==> config.mk <==
export PLATFORM = sky130hd
export DESIGN_NAME = rr_arbiter_5port
export DESIGN_NICKNAME = d
export VERILOG_FILES = /design/src/rtl/rr_arbiter_5port.sv
export SDC_FILE = /design/constraint.sdc
export NUM_CORES = 1
export LEC_CHECK = 0
export ABC_AREA = 1
export CORE_MARGIN = 8
export CORE_UTILIZATION = 35
export DETAILED_ROUTE_END_ITERATION = 12
export PLACE_DENSITY = 0.61
export SKIP_LAST_GASP = 1
export SYNTH_ARGS = -nofsm -noshare
export SYNTH_HDL_FRONTEND = slang
export SYNTH_SLANG_ARGS = --single-unit
==> constraint.sdc <==
create_clock -name clk_i -period 3.3 [get_ports clk_i]
set_input_delay 0.495 -clock clk_i [delete_from_list [all_inputs] [get_ports clk_i]]
set_output_delay 0.495 -clock clk_i [all_outputs]
set_load 0.05 [all_outputs]
==> src/rtl/rr_arbiter_5port.sv <==
// -----------------------------------------------------------------------------
// rr_arbiter_5port
//
// Round-robin arbiter with wormhole packet lock for one router output port.
// The five inputs (N, S, W, E, Local) compete for the port. Once a port wins,
// the grant is held until the packet tail has been transferred. After that,
// priority rotates to the port just after the winner.
//
// Optional build macro: RR_ARB_TIMEOUT_EN
//   When defined, an 8-bit idle counter runs while a grant is locked. If no
//   flit moves for TIMEOUT_CYCLES cycles, the lock is released and timeout_o
//   pulses for one cycle. When undefined, no counter is built, timeout_o does
//   not exist, and a lock is held until a tail transfer.
//
// Parameters:
//   TIMEOUT_CYCLES  idle cycles in LOCKED before a forced release (2..255);
//                   only used with RR_ARB_TIMEOUT_EN
//   PTR_RESET       highest-priority port after reset (0=N,1=S,2=W,3=E,4=L)
//
// Ports:
//   clk_i      clock, rising edge
//   rst_ni     asynchronous active-low reset
//   req_i      per-port request, bit0=N bit1=S bit2=W bit3=E bit4=L
//   xfer_i     a flit from the granted port was accepted downstream
//   tail_i     the flit transferred this cycle is the packet tail
//   grant_o    one-hot grant (all zero when idle)
//   sel_o      encoded select for the 5:1 output mux (N=0 .. L=4)
//   valid_o    a grant is active
//   timeout_o  one-cycle pulse on a forced release (RR_ARB_TIMEOUT_EN only)
// -----------------------------------------------------------------------------
module rr_arbiter_5port #(
  parameter int TIMEOUT_CYCLES = 16,
  parameter int PTR_RESET      = 0
) (
  input  logic       clk_i,
  input  logic       rst_ni,
  input  logic [4:0] req_i,
  input  logic       xfer_i,
  input  logic       tail_i,
  output logic [4:0] grant_o,
  output logic [2:0] sel_o,
`ifdef RR_ARB_TIMEOUT_EN
  output logic       valid_o,
  output logic       timeout_o
`else
  output logic       valid_o
`endif
);

  // Elaboration-time parameter sanity checks.
  if (TIMEOUT_CYCLES < 2 || TIMEOUT_CYCLES > 255) begin : g_bad_timeout
    $error("rr_arbiter_5port: TIMEOUT_CYCLES must be in 2..255");
  end
  if (PTR_RESET < 0 || PTR_RESET > 4) begin : g_bad_ptr
    $error("rr_arbiter_5port: PTR_RESET must be in 0..4");
  end

  localparam logic [2:0] PTR_INIT = 3'(PTR_RESET);

  typedef enum logic {
    IDLE   = 1'b0,
    LOCKED = 1'b1
  } state_t;

  state_t     state_q, state_d;
  logic [4:0] grant_q, grant_d;
  logic [2:0] sel_q,   sel_d;
  logic       valid_q, valid_d;
  logic [2:0] ptr_q,   ptr_d;

`ifdef RR_ARB_TIMEOUT_EN
  localparam logic [7:0] CNT_LAST = 8'(TIMEOUT_CYCLES - 1);
  logic [7:0] cnt_q, cnt_d;
  logic       timeout_q, timeout_d;
`endif

  // ---------------------------------------------------------------------------
  // Winner search: first set request scanning upward from ptr_q, modulo 5.
  // ---------------------------------------------------------------------------
  logic       win_found;
  logic [2:0] win_idx;

  always_comb begin
    int idx;
    win_found = 1'b0;
    win_idx   = 3'd0;
    for (int k = 0; k < 5; k++) begin
      idx = int'(ptr_q) + k;
      if (idx >= 5) begin
        idx = idx - 5;
      end
      if (!win_found && req_i[idx]) begin
        win_found = 1'b1;
        win_idx   = 3'(idx);
      end
    end
  end

  // Port following the current holder; sel_q names the holder while LOCKED.
  logic [2:0] ptr_after_holder;
  assign ptr_after_holder = (sel_q == 3'd4) ? 3'd0 : sel_q + 3'd1;

  // ---------------------------------------------------------------------------
  // Next-state and output logic
  // ---------------------------------------------------------------------------
  always_comb begin
    state_d = state_q;
    grant_d = grant_q;
    sel_d   = sel_q;
    valid_d = valid_q;
    ptr_d   = ptr_q;
`ifdef RR_ARB_TIMEOUT_EN
    cnt_d     = 8'd0;
    timeout_d = 1'b0;
`endif

    unique case (state_q)
      IDLE: begin
        // xfer_i/tail_i are meaningless here; only requests matter.
        if (win_found) begin
          grant_d = 5'(5'b00001 << win_idx);
          sel_d   = win_idx;
          valid_d = 1'b1;
          state_d = LOCKED;
        end
      end

      LOCKED: begin
        if (xfer_i && tail_i) begin
          // Normal end of packet; takes precedence over a coincident timeout.
          grant_d = 5'b00000;
          valid_d = 1'b0;
          ptr_d   = ptr_after_holder;
          state_d = IDLE;
        end
`ifdef RR_ARB_TIMEOUT_EN
        else if (xfer_i) begin
          cnt_d = 8'd0;
        end else if (cnt_q == CNT_LAST) begin
          // Stalled too long: force release exactly like a tail would.
          grant_d   = 5'b00000;
          valid_d   = 1'b0;
          ptr_d     = ptr_after_holder;
          state_d   = IDLE;
          timeout_d = 1'b1;
        end else begin
          cnt_d = cnt_q + 8'd1;
        end
`endif
      end

      default: begin
        state_d = IDLE;
        grant_d = 5'b00000;
        valid_d = 1'b0;
      end
    endcase
  end

  // ---------------------------------------------------------------------------
  // State registers
  // ---------------------------------------------------------------------------
  always_ff @(posedge clk_i or negedge rst_ni) begin
    if (!rst_ni) begin
      state_q <= IDLE;
      grant_q <= 5'b00000;
      sel_q   <= 3'd0;
      valid_q <= 1'b0;
      ptr_q   <= PTR_INIT;
    end else begin
      state_q <= state_d;
      grant_q <= grant_d;
      sel_q   <= sel_d;
      valid_q <= valid_d;
      ptr_q   <= ptr_d;
    end
  end

`ifdef RR_ARB_TIMEOUT_EN
  always_ff @(posedge clk_i or negedge rst_ni) begin
    if (!rst_ni) begin
      cnt_q     <= 8'd0;
      timeout_q <= 1'b0;
    end else begin
      cnt_q     <= cnt_d;
      timeout_q <= timeout_d;
    end
  end

  assign timeout_o = timeout_q;
`endif

  assign grant_o = grant_q;
  assign sel_o   = sel_q;
  assign valid_o = valid_q;

endmodule

==> results of run 1 <==
==> kinds of logic after synthesis <==
group	synth area share (%)
AO/OA/AOI/OAI	7.89
XOR/XNOR	3.06
adder cells (fa/ha/maj)	10.7
buffers and inverters	10.0
flip-flops	19.9
AND/OR/NAND/NOR	48.4
==> worst min path at each step <==
stage / startpoint / cells past startpoint / slack, ns / endpoint
finish: grant_o[3] / 2 / 0.48 / grant_o[3]
CTS: grant_o[3] / 2 / 0.49 / grant_o[3]
global route: grant_o[4] / 2 / 0.50 / grant_o[4]
floorplan: rst_ni / 0 / 0.20 / grant_o[0]
detailed placement: valid_o / 2 / 0.47 / valid_o
global placement: grant_o[3] / 2 / 0.47 / grant_o[3]
==> registers in the layout, indices dropped and copies added, names as in the netlist <==
name / count
sel_o: 3
valid_o: 1
ptr_q: 3
grant_o: 5
state_q: 1
==> area by class of cell <==
class | instances | area (µm²) | share of cell area [%]
Clock buffer | 4 | 45.0 | 2.36
Inverter | 35 | 145 | 7.62
Multi-Input combinational cell | 196 | 1140 | 60.1
Sequential cell | 13 | 325 | 17.1
Tap cell | 54 | 67.6 | 3.55
Timing Repair Buffer | 18 | 178 | 9.32
==> cell usage in the layout, fill, tap and decap left out, drive strengths merged <==
cell type / instances
clkbuf: 4
bufinv: 1
inv: 34
clkdlybuf4s50: 17
xor2: 3
dfrtp: 13
xnor2: 1
o22ai: 2
o211ai: 1
ha: 14
nand3b: 1
o21ai: 14
a31oi: 1
buf: 1
a22oi: 1
nand3: 43
a21oi: 2
nor2: 16
nand4: 8
nand2: 89
==> cell usage after synthesis <==
| library cell | n | area, µm² |
|---|---|---|
| nor2_8 | 1 | 20.0 |
| a21oi_4 | 1 | 16.3 |
| a31oi_1 | 1 | 6.26 |
| ha_1 | 14 | 175 |
| xnor2_1 | 1 | 8.76 |
| a22oi_1 | 1 | 7.51 |
| xor2_1 | 1 | 8.76 |
| nand3_2 | 5 | 50.1 |
| a21oi_1 | 1 | 5.00 |
| o21ai_1 | 10 | 50.1 |
| buf_4 | 1 | 7.51 |
| nor2_4 | 1 | 11.3 |
| buf_6 | 1 | 11.3 |
| nor2_1 | 12 | 45.0 |
| o21ai_2 | 1 | 8.76 |
| inv_1 | 25 | 93.8 |
| nand3b_1 | 1 | 7.51 |
| o211ai_1 | 1 | 7.51 |
| nand4_1 | 8 | 50.1 |
| nand2_1 | 72 | 270 |
| nor2_2 | 2 | 12.5 |
| nand2_2 | 14 | 87.6 |
| nand2_4 | 3 | 33.8 |
| o22ai_1 | 2 | 12.5 |
| dfrtp_1 | 13 | 325 |
| bufinv_8 | 1 | 17.5 |
| o21ai_0 | 3 | 15.0 |
| inv_2 | 9 | 33.8 |
| nand3_1 | 37 | 185 |
| xor2_2 | 2 | 32.5 |
| nand3_4 | 1 | 17.5 |
==> worst min-delay path: stages, from the launching register on <==
cell	delay (ns)
dfrtp_1	0.33
nand2_1	0.06
nand2_1	0.06
==> metal layers <==
metal / part of all wire (%) / up-vias / track usage (%)
li1: - / 836 / -
met1: 49 / 698 / 15.1
met2: 44 / 37 / 19.6
met3: 5.1 / 7 / 2.03
met4: 1.9 / 0 / 4.17
met5: 0 / - / 0
==> metrics by stage <==
stage	setup slack (ns)	util, %	instance area, µm²	cells
2_1_floorplan	0.863	-	1630	246
3_3_place_gp	0.587	40.5	1860	316
3_5_place_dp	0.550	40.5	1860	316
4_1_cts	0.517	41.4	1910	320
5_1_grt	0.210	41.4	1910	320
6_report	0.554	41.4	1910	320
==> impl_metrics.tcl, run 1 <==
set metrics [dict create \
    timing.final.crit_period_ns 2.75 \
    h-tree-depth 1 \
    fp.dieW_um 84.3 \
    clock_sink_count 13 \
    root_buffer "clkbuf_8" \
    final-hold-violation-count 0 \
    syn_avg_cell_area_um2 6.64 \
    path_clk_slew_ns 0.05 \
    tightest_slew_ns 0.613 \
    reg2reg_depth 18 \
    synth_cells 246 \
    start_util_pct 35.5 \
    clk_latency_ns 0.24 \
    cts_hold_buf 0 \
    critPathSlowestCell "dfrtp_1" \
    clockBufferDepth 2 \
    cts_setup_buffers 0 \
    grt_max_degree 15 \
    drive_gt1_share_pct 16.9 \
    cp_cell_sequence "inv_1 > ha_1 > inv_1 > ha_1 > nand2_1 > nand3_1 > nand2_1 > xor2_1 > inv_1 > nand2_1 > nand2_2 > nand2_2 > inv_2 > nand2_4 > nand2_4 > nor2_4 > nand3_1 > nand2_1" \
    rsz0062_at_grt "no" \
    whs_ns 0.483 \
    vias 1578 \
    ys_ff_latch 13 \
    max_stage_delay_ns 0.46 \
    antenna_left 0 \
    io_pins 18 \
    coreArea_mm2 0.00460 \
    rrSetupSlack_ns 0.55 \
    cp.required_ns 3.48 \
    fin_crit_sh_pct 83.2 \
    grt_usage_pct 11.9 \
    r2r-start "ptr_q[1]" \
    drt_iter0_markers 93 \
    grt_pass1_vias 1594 \
    cp.depth 18 \
    cts_buffers 3 \
    die_area_mm2 0.00711 \
    synth_area_mm2 0.00163 \
    io_buffers 17 \
    overflow 0 \
    yosys_warnings 0 \
    nets 290 \
    n_antenna_cell 0 \
    dpl.hpwl_um 3190 \
    setup_viol 0 \
    max_freq_ghz 0.364 \
    max_cap_violations 0 \
    relSlewSlack_pct 59.0 \
    startpoint_type "flop" \
    worstPathMaxFanout 10 \
    syn_to_final_growth_pct 16.6 \
    outcome "finished clean" \
    die_h_um 84.3 \
    gp_congestion 0.865 \
    worstSetupEndpoint "grant_o[0]" \
    synth.distinct_cells 31 \
    end_kind "flop" \
    cp_num_buf_inv 4 \
    wl_per_cell_um 12.4 \
    arrival_ns 2.93 \
    cts_tree "done" \
    crit_family "simple AND/OR/NAND/NOR gates" \
    critical_path_class "flop to flop" \
    min_path_type "flop to flop" \
    remaining_drc_errors 0 \
    via_per_inst 4.93 \
    crit_top_cell "nand2_1" \
    firstDrtPassIters 4 \
    grt_pass1_wl_um 7190 \
    crit_path_start "ptr_q[1]" \
    fillers 486 \
    ys_seq_area_share_pct 19.9 \
    fin_setup_tns_ns 0 \
    antenna_found_initial 0 \
    wl_um 3970 \
    final_max_slew_viol_count 0 \
    r2r-end "grant_o[0]" \
    cts_resized 0 \
    skew_ns 0.00120 \
    std_cell_rows 25 \
    syn_nets 269 \
]
Power of run 1 is not shown: default switching activity piles up to over one toggle a cycle in this logic, so the estimate is an artifact.
==> run 2: changes to the inputs <==
Clock period 3.3 ns to 2.6 ns, I/O delays scaled along.
==> run 2 against run 1 <==
  * Clock skew up 0.00079 ns
  * Global-route usage is 0.068 points lower
  * Routed wire length rose by 9.9%
  * Register-to-register slack got worse by 0.40 ns
  * Sequential cell count is the same
  * Clock-buffer cell count did not move
  * Critical endpoint is now grant_o[4]
  * Highest routed layer unchanged
==> impl_metrics.tcl, run 2 (same netlist as run 1, synthesis figures left out) <==
set metrics [dict create \
    outcome "finished clean" \
    setup_viol 0 \
    antenna_left 0 \
    n_antenna_cell 0 \
    min_path_type "flop to flop" \
    cts_buffers 3 \
    regArea_um2 327 \
    clk_latency_ns 0.24 \
    placedCellCount 326 \
    wl_um 4370 \
    arrival_ns 2.63 \
    cp_cell_sequence "bufinv_8 > ha_2 > inv_2 > nand4_1 > inv_1 > o21ai_1 > inv_1 > nand2_2 > nand3_4 > nor2_8 > nand2_2 > inv_2 > nand2_4 > a21oi_4 > nand2_1 > nand2_1" \
    finalNonFillerCells 335 \
    grt_usage_pct 11.8 \
    fin_crit_sh_pct 94.1 \
    drive_gt1_share_pct 31.7 \
    critical_path_class "flop to flop" \
    tightest_slew_ns 0.585 \
    h-tree-depth 1 \
    std_cell_rows 25 \
    syn_to_final_growth_pct 33.5 \
    nets 305 \
    firstDrtPassIters 4 \
    max_stage_delay_ns 0.38 \
    io_buffers 17 \
    critPathSlowestCell "ha_2" \
    skew_ns 0.00199 \
    final_common_cell "nand2_1" \
    multi_input_area_mm2 0.00129 \
    coreArea_mm2 0.00460 \
    timing.final.crit_period_ns 2.45 \
    cp_num_buf_inv 5 \
    via_per_inst 4.99 \
    dpl.hpwl_um 3370 \
    overflow 0 \
    gp_congestion 0.828 \
    die_area_mm2 0.00711 \
    startpoint_type "flop" \
    cts_tree "done" \
    wl_per_cell_um 13.0 \
    crit_family "simple AND/OR/NAND/NOR gates" \
    io_pins 18 \
    cts_hold_buf 0 \
    max_freq_ghz 0.409 \
    worstPathMaxFanout 6 \
    root_buffer "clkbuf_8" \
    grt_pass1_vias 1586 \
    final-hold-violation-count 0 \
    fp.dieW_um 84.3 \
    relSlewSlack_pct 60.9 \
    max_cap_violations 0 \
    remaining_drc_errors 0 \
    drt_iter0_markers 80 \
    antenna_found_initial 0 \
    cp.required_ns 2.78 \
    fillers 461 \
    grt_max_degree 15 \
    final_max_slew_viol_count 0 \
    largest_register_ffs 5 \
    vias 1673 \
    clockBufferDepth 2 \
    die_h_um 84.3 \
    grt_pass1_wl_um 7090 \
    final_cell_mix "nand2_1, nand3_1, inv_1" \
    end_kind "flop" \
    path_clk_slew_ns 0.05 \
    start_util_pct 35.5 \
    clock_sink_count 13 \
]
-- run 2: cell types whose count changed in the layout (fill, tap and decap cells not counted), sizes merged --
cell / previous run / this run
buf: 1 / 16
-- run 2: per-layer routing --
| metal | wire [µm] | global-route usage (%) | share of wire (%) | vias to the layer above |
|---|---|---|---|---|
| li1 | - | - | - | 866 |
| met1 | 2020 | 15.0 | 46 | 763 |
| met2 | 2100 | 20.1 | 48 | 37 |
| met3 | 186 | 1.55 | 4.3 | 7 |
| met4 | 54 | 3.70 | 1.2 | 0 |
| met5 | 0 | 0 | 0 | - |
-- run 2: final timing paths --
kind	start	end	slack (ns)	depth (start not counted)
hold / removal	valid_o	valid_o	0.47	2
setup reg to reg	ptr_q[0]	grant_o[4]	0.15	16
hold reg to reg	valid_o	valid_o	0.47	2
setup / recovery	ptr_q[0]	grant_o[4]	0.15	16
min in group asynchronous	rst_ni	grant_o[0]	0.52	1
max in group asynchronous	rst_ni	ptr_q[2]	1.66	1
-- run 2: through the flow --
stage / setup WS [ns] / hold slack (ns) / util [%] / area (µm²) / TNS [ns]
floorplan: 0.163 / 0.0944 / - / 1630 / 0
global placement: 0.0136 / 0.456 / 42.1 / 1940 / 0
detailed placement: 0.0173 / 0.464 / 42.1 / 1940 / 0
CTS: 0.00476 / 0.480 / 43.1 / 1980 / 0
global route: -0.00565 / 0.490 / 47.5 / 2180 / -0.00803
finish: 0.153 / 0.472 / 47.5 / 2180 / 0
-- run 2: repair_timing --
item / 4_1_cts / 5_1_grt
buffers inserted: 0 / 5
setup endpoints to repair: 0 / 9
gates resized for setup: 0 / 43
-- run 2: layout make-up --
class                   instances  area share (%)
multi-input cells             196            59.2
repair buffers                 33            13.8
inverters                      35            6.88
well taps                      54            3.10
clock buffers                   4            2.06
flip-flops and latches         13            15.0
-- run 2: worst reg2reg max path: cells and delay by family, from the launching register on --
| kind | cells | cell delay, ns |
|---|---|---|
| flops | 1 | 0.34 |
| simple gates | 8 | 0.74 |
| compound gates | 2 | 0.45 |
| buf+inv | 5 | 0.47 |
| fa+ha+maj | 1 | 0.38 |
Power of run 2 is left out for the same reason.
==> run 3: changes to the inputs <==
Settings changed: GPL_TIMING_DRIVEN set to 1, MAX_ROUTING_LAYER set to met4, SKIP_CTS_REPAIR_TIMING set to 1.
==> run 3 against run 2 <==
  * Core utilization unchanged
  * Non-clock buffer count unchanged
  * Sequential cell count unchanged
  * Clock skew about the same
  * Hold slack got worse by 0.00051 ns
  * Via count increased by 0.24%
  * First-iteration DRC count decreased by 19%
  * Clock-buffer cell count unchanged
  * Cell count unchanged
  * Highest routed layer unchanged
==> impl_metrics.tcl, run 3 (same netlist as run 1, synthesis figures left out) <==
set metrics [dict create \
    reg2reg_depth 16 \
    remaining_drc_errors 0 \
    r2r-end "grant_o[4]" \
    io_buffers 17 \
    final_max_slew_viol_count 0 \
    wl_um 4360 \
    max_cap_violations 0 \
    via_per_inst 5.01 \
    arrival_ns 2.63 \
    cts_buffers 3 \
    std_cell_rows 25 \
    cts_tree "done" \
    startpoint_type "flop" \
    cp_cell_sequence "bufinv_8 > ha_2 > inv_2 > nand4_1 > inv_1 > o21ai_1 > inv_1 > nand2_2 > nand3_4 > nor2_8 > nand2_2 > inv_2 > nand2_4 > a21oi_4 > nand2_1 > nand2_1" \
    grt_pass1_wl_um 7100 \
    setup_viol 0 \
    skew_ns 0.00217 \
    grt_pass1_vias 1581 \
    min_path_type "flop to flop" \
    overflow 0 \
    die_area_mm2 0.00711 \
    die_h_um 84.3 \
    relSlewSlack_pct 59.7 \
    antenna_found_initial 0 \
    wl_per_cell_um 13.0 \
    drt_iter0_markers 65 \
    worstPathMaxFanout 6 \
    syn_to_final_growth_pct 33.5 \
    final-hold-violation-count 0 \
    fp.dieW_um 84.3 \
    grt_max_degree 15 \
    path_clk_slew_ns 0.05 \
    outcome "finished clean" \
    timing.final.crit_period_ns 2.44 \
    n_antenna_cell 0 \
    gp_congestion 0.840 \
    firstDrtPassIters 4 \
    end_kind "flop" \
    max_stage_delay_ns 0.38 \
    critPathSlowestCell "ha_2" \
    min_path_cells 2 \
    drive_gt1_share_pct 31.7 \
    tightest_slew_ns 0.603 \
    clock_sink_count 13 \
    coreArea_mm2 0.00460 \
    clockBufferDepth 2 \
    antenna_left 0 \
    io_pins 18 \
    nets 305 \
    postLayoutCoreUtil_pct 47.5 \
    fin_crit_sh_pct 94.0 \
    finalNonFillerCells 335 \
    final_cell_mix "nand2_1, nand3_1, inv_1" \
    worstHoldEndpoint "valid_o" \
    vias 1677 \
    h-tree-depth 1 \
    cp.required_ns 2.78 \
    dpl.hpwl_um 3370 \
    max_freq_ghz 0.409 \
    start_util_pct 35.5 \
    largest_register_ffs 5 \
    r2r-start "ptr_q[0]" \
    rrSetupSlack_ns 0.16 \
    root_buffer "clkbuf_8" \
    clk_latency_ns 0.24 \
    critical_path_class "flop to flop" \
    hold_start "valid_o" \
    grt_usage_pct 12.2 \
    final_common_cell "nand2_1" \
    placedCellCount 326 \
]
-- run 3: worst max-delay path by stage --
stage	start	end	slack, ns	depth (start not counted)
2_1_floorplan	ptr_q[1]	grant_o[0]	0.16	18
3_3_place_gp	ptr_q[2]	grant_o[0]	0.01	17
3_5_place_dp	ptr_q[2]	grant_o[2]	0.02	17
4_1_cts	ptr_q[2]	grant_o[4]	0.005	17
5_1_grt	ptr_q[0]	grant_o[0]	-0.006	17
6_report	ptr_q[0]	grant_o[4]	0.16	16
-- run 3: cell type report --
cell class	instances	area, µm²
fill	461	2420
sequential	13	327
tap	54	67.6
inverter	35	150
clock buffer	4	45.0
timing repair buffer	33	302
multi-input combinational	196	1290
-- run 3: critical path: cells and delay by family (launching register included) --
family	cells	cell delay [ns]
buffers and inverters	5	0.47
AOI/OAI and AO/OA	2	0.45
and+or+nand+nor	8	0.74
adders and majority gates	1	0.38
DFF	1	0.34
-- run 3: per-stage QoR --
step / setup WS [ns] / hold slack [ns] / area, µm² / TNS, ns
after floorplan: 0.163 / 0.0944 / 1630 / 0
after global placement: 0.0136 / 0.456 / 1940 / 0
after detailed placement: 0.0173 / 0.464 / 1940 / 0
after CTS: 0.00476 / 0.480 / 1980 / 0
after global routing: -0.00565 / 0.490 / 2180 / -0.00803
final: 0.156 / 0.471 / 2180 / 0
-- run 3: layer usage --
metal | share of wire, % | global-route usage (%) | wire (µm) | up-vias
met1 | 47 | 15.4 | 2040 | 772
met5 | 0 | - | 0 | -
li1 | - | - | - | 863
met2 | 48 | 20.1 | 2090 | 35
met3 | 4.1 | 0.968 | 178 | 7
met4 | 1.2 | 3.70 | 54 | 0
Power of run 3 is left out for the same reason.
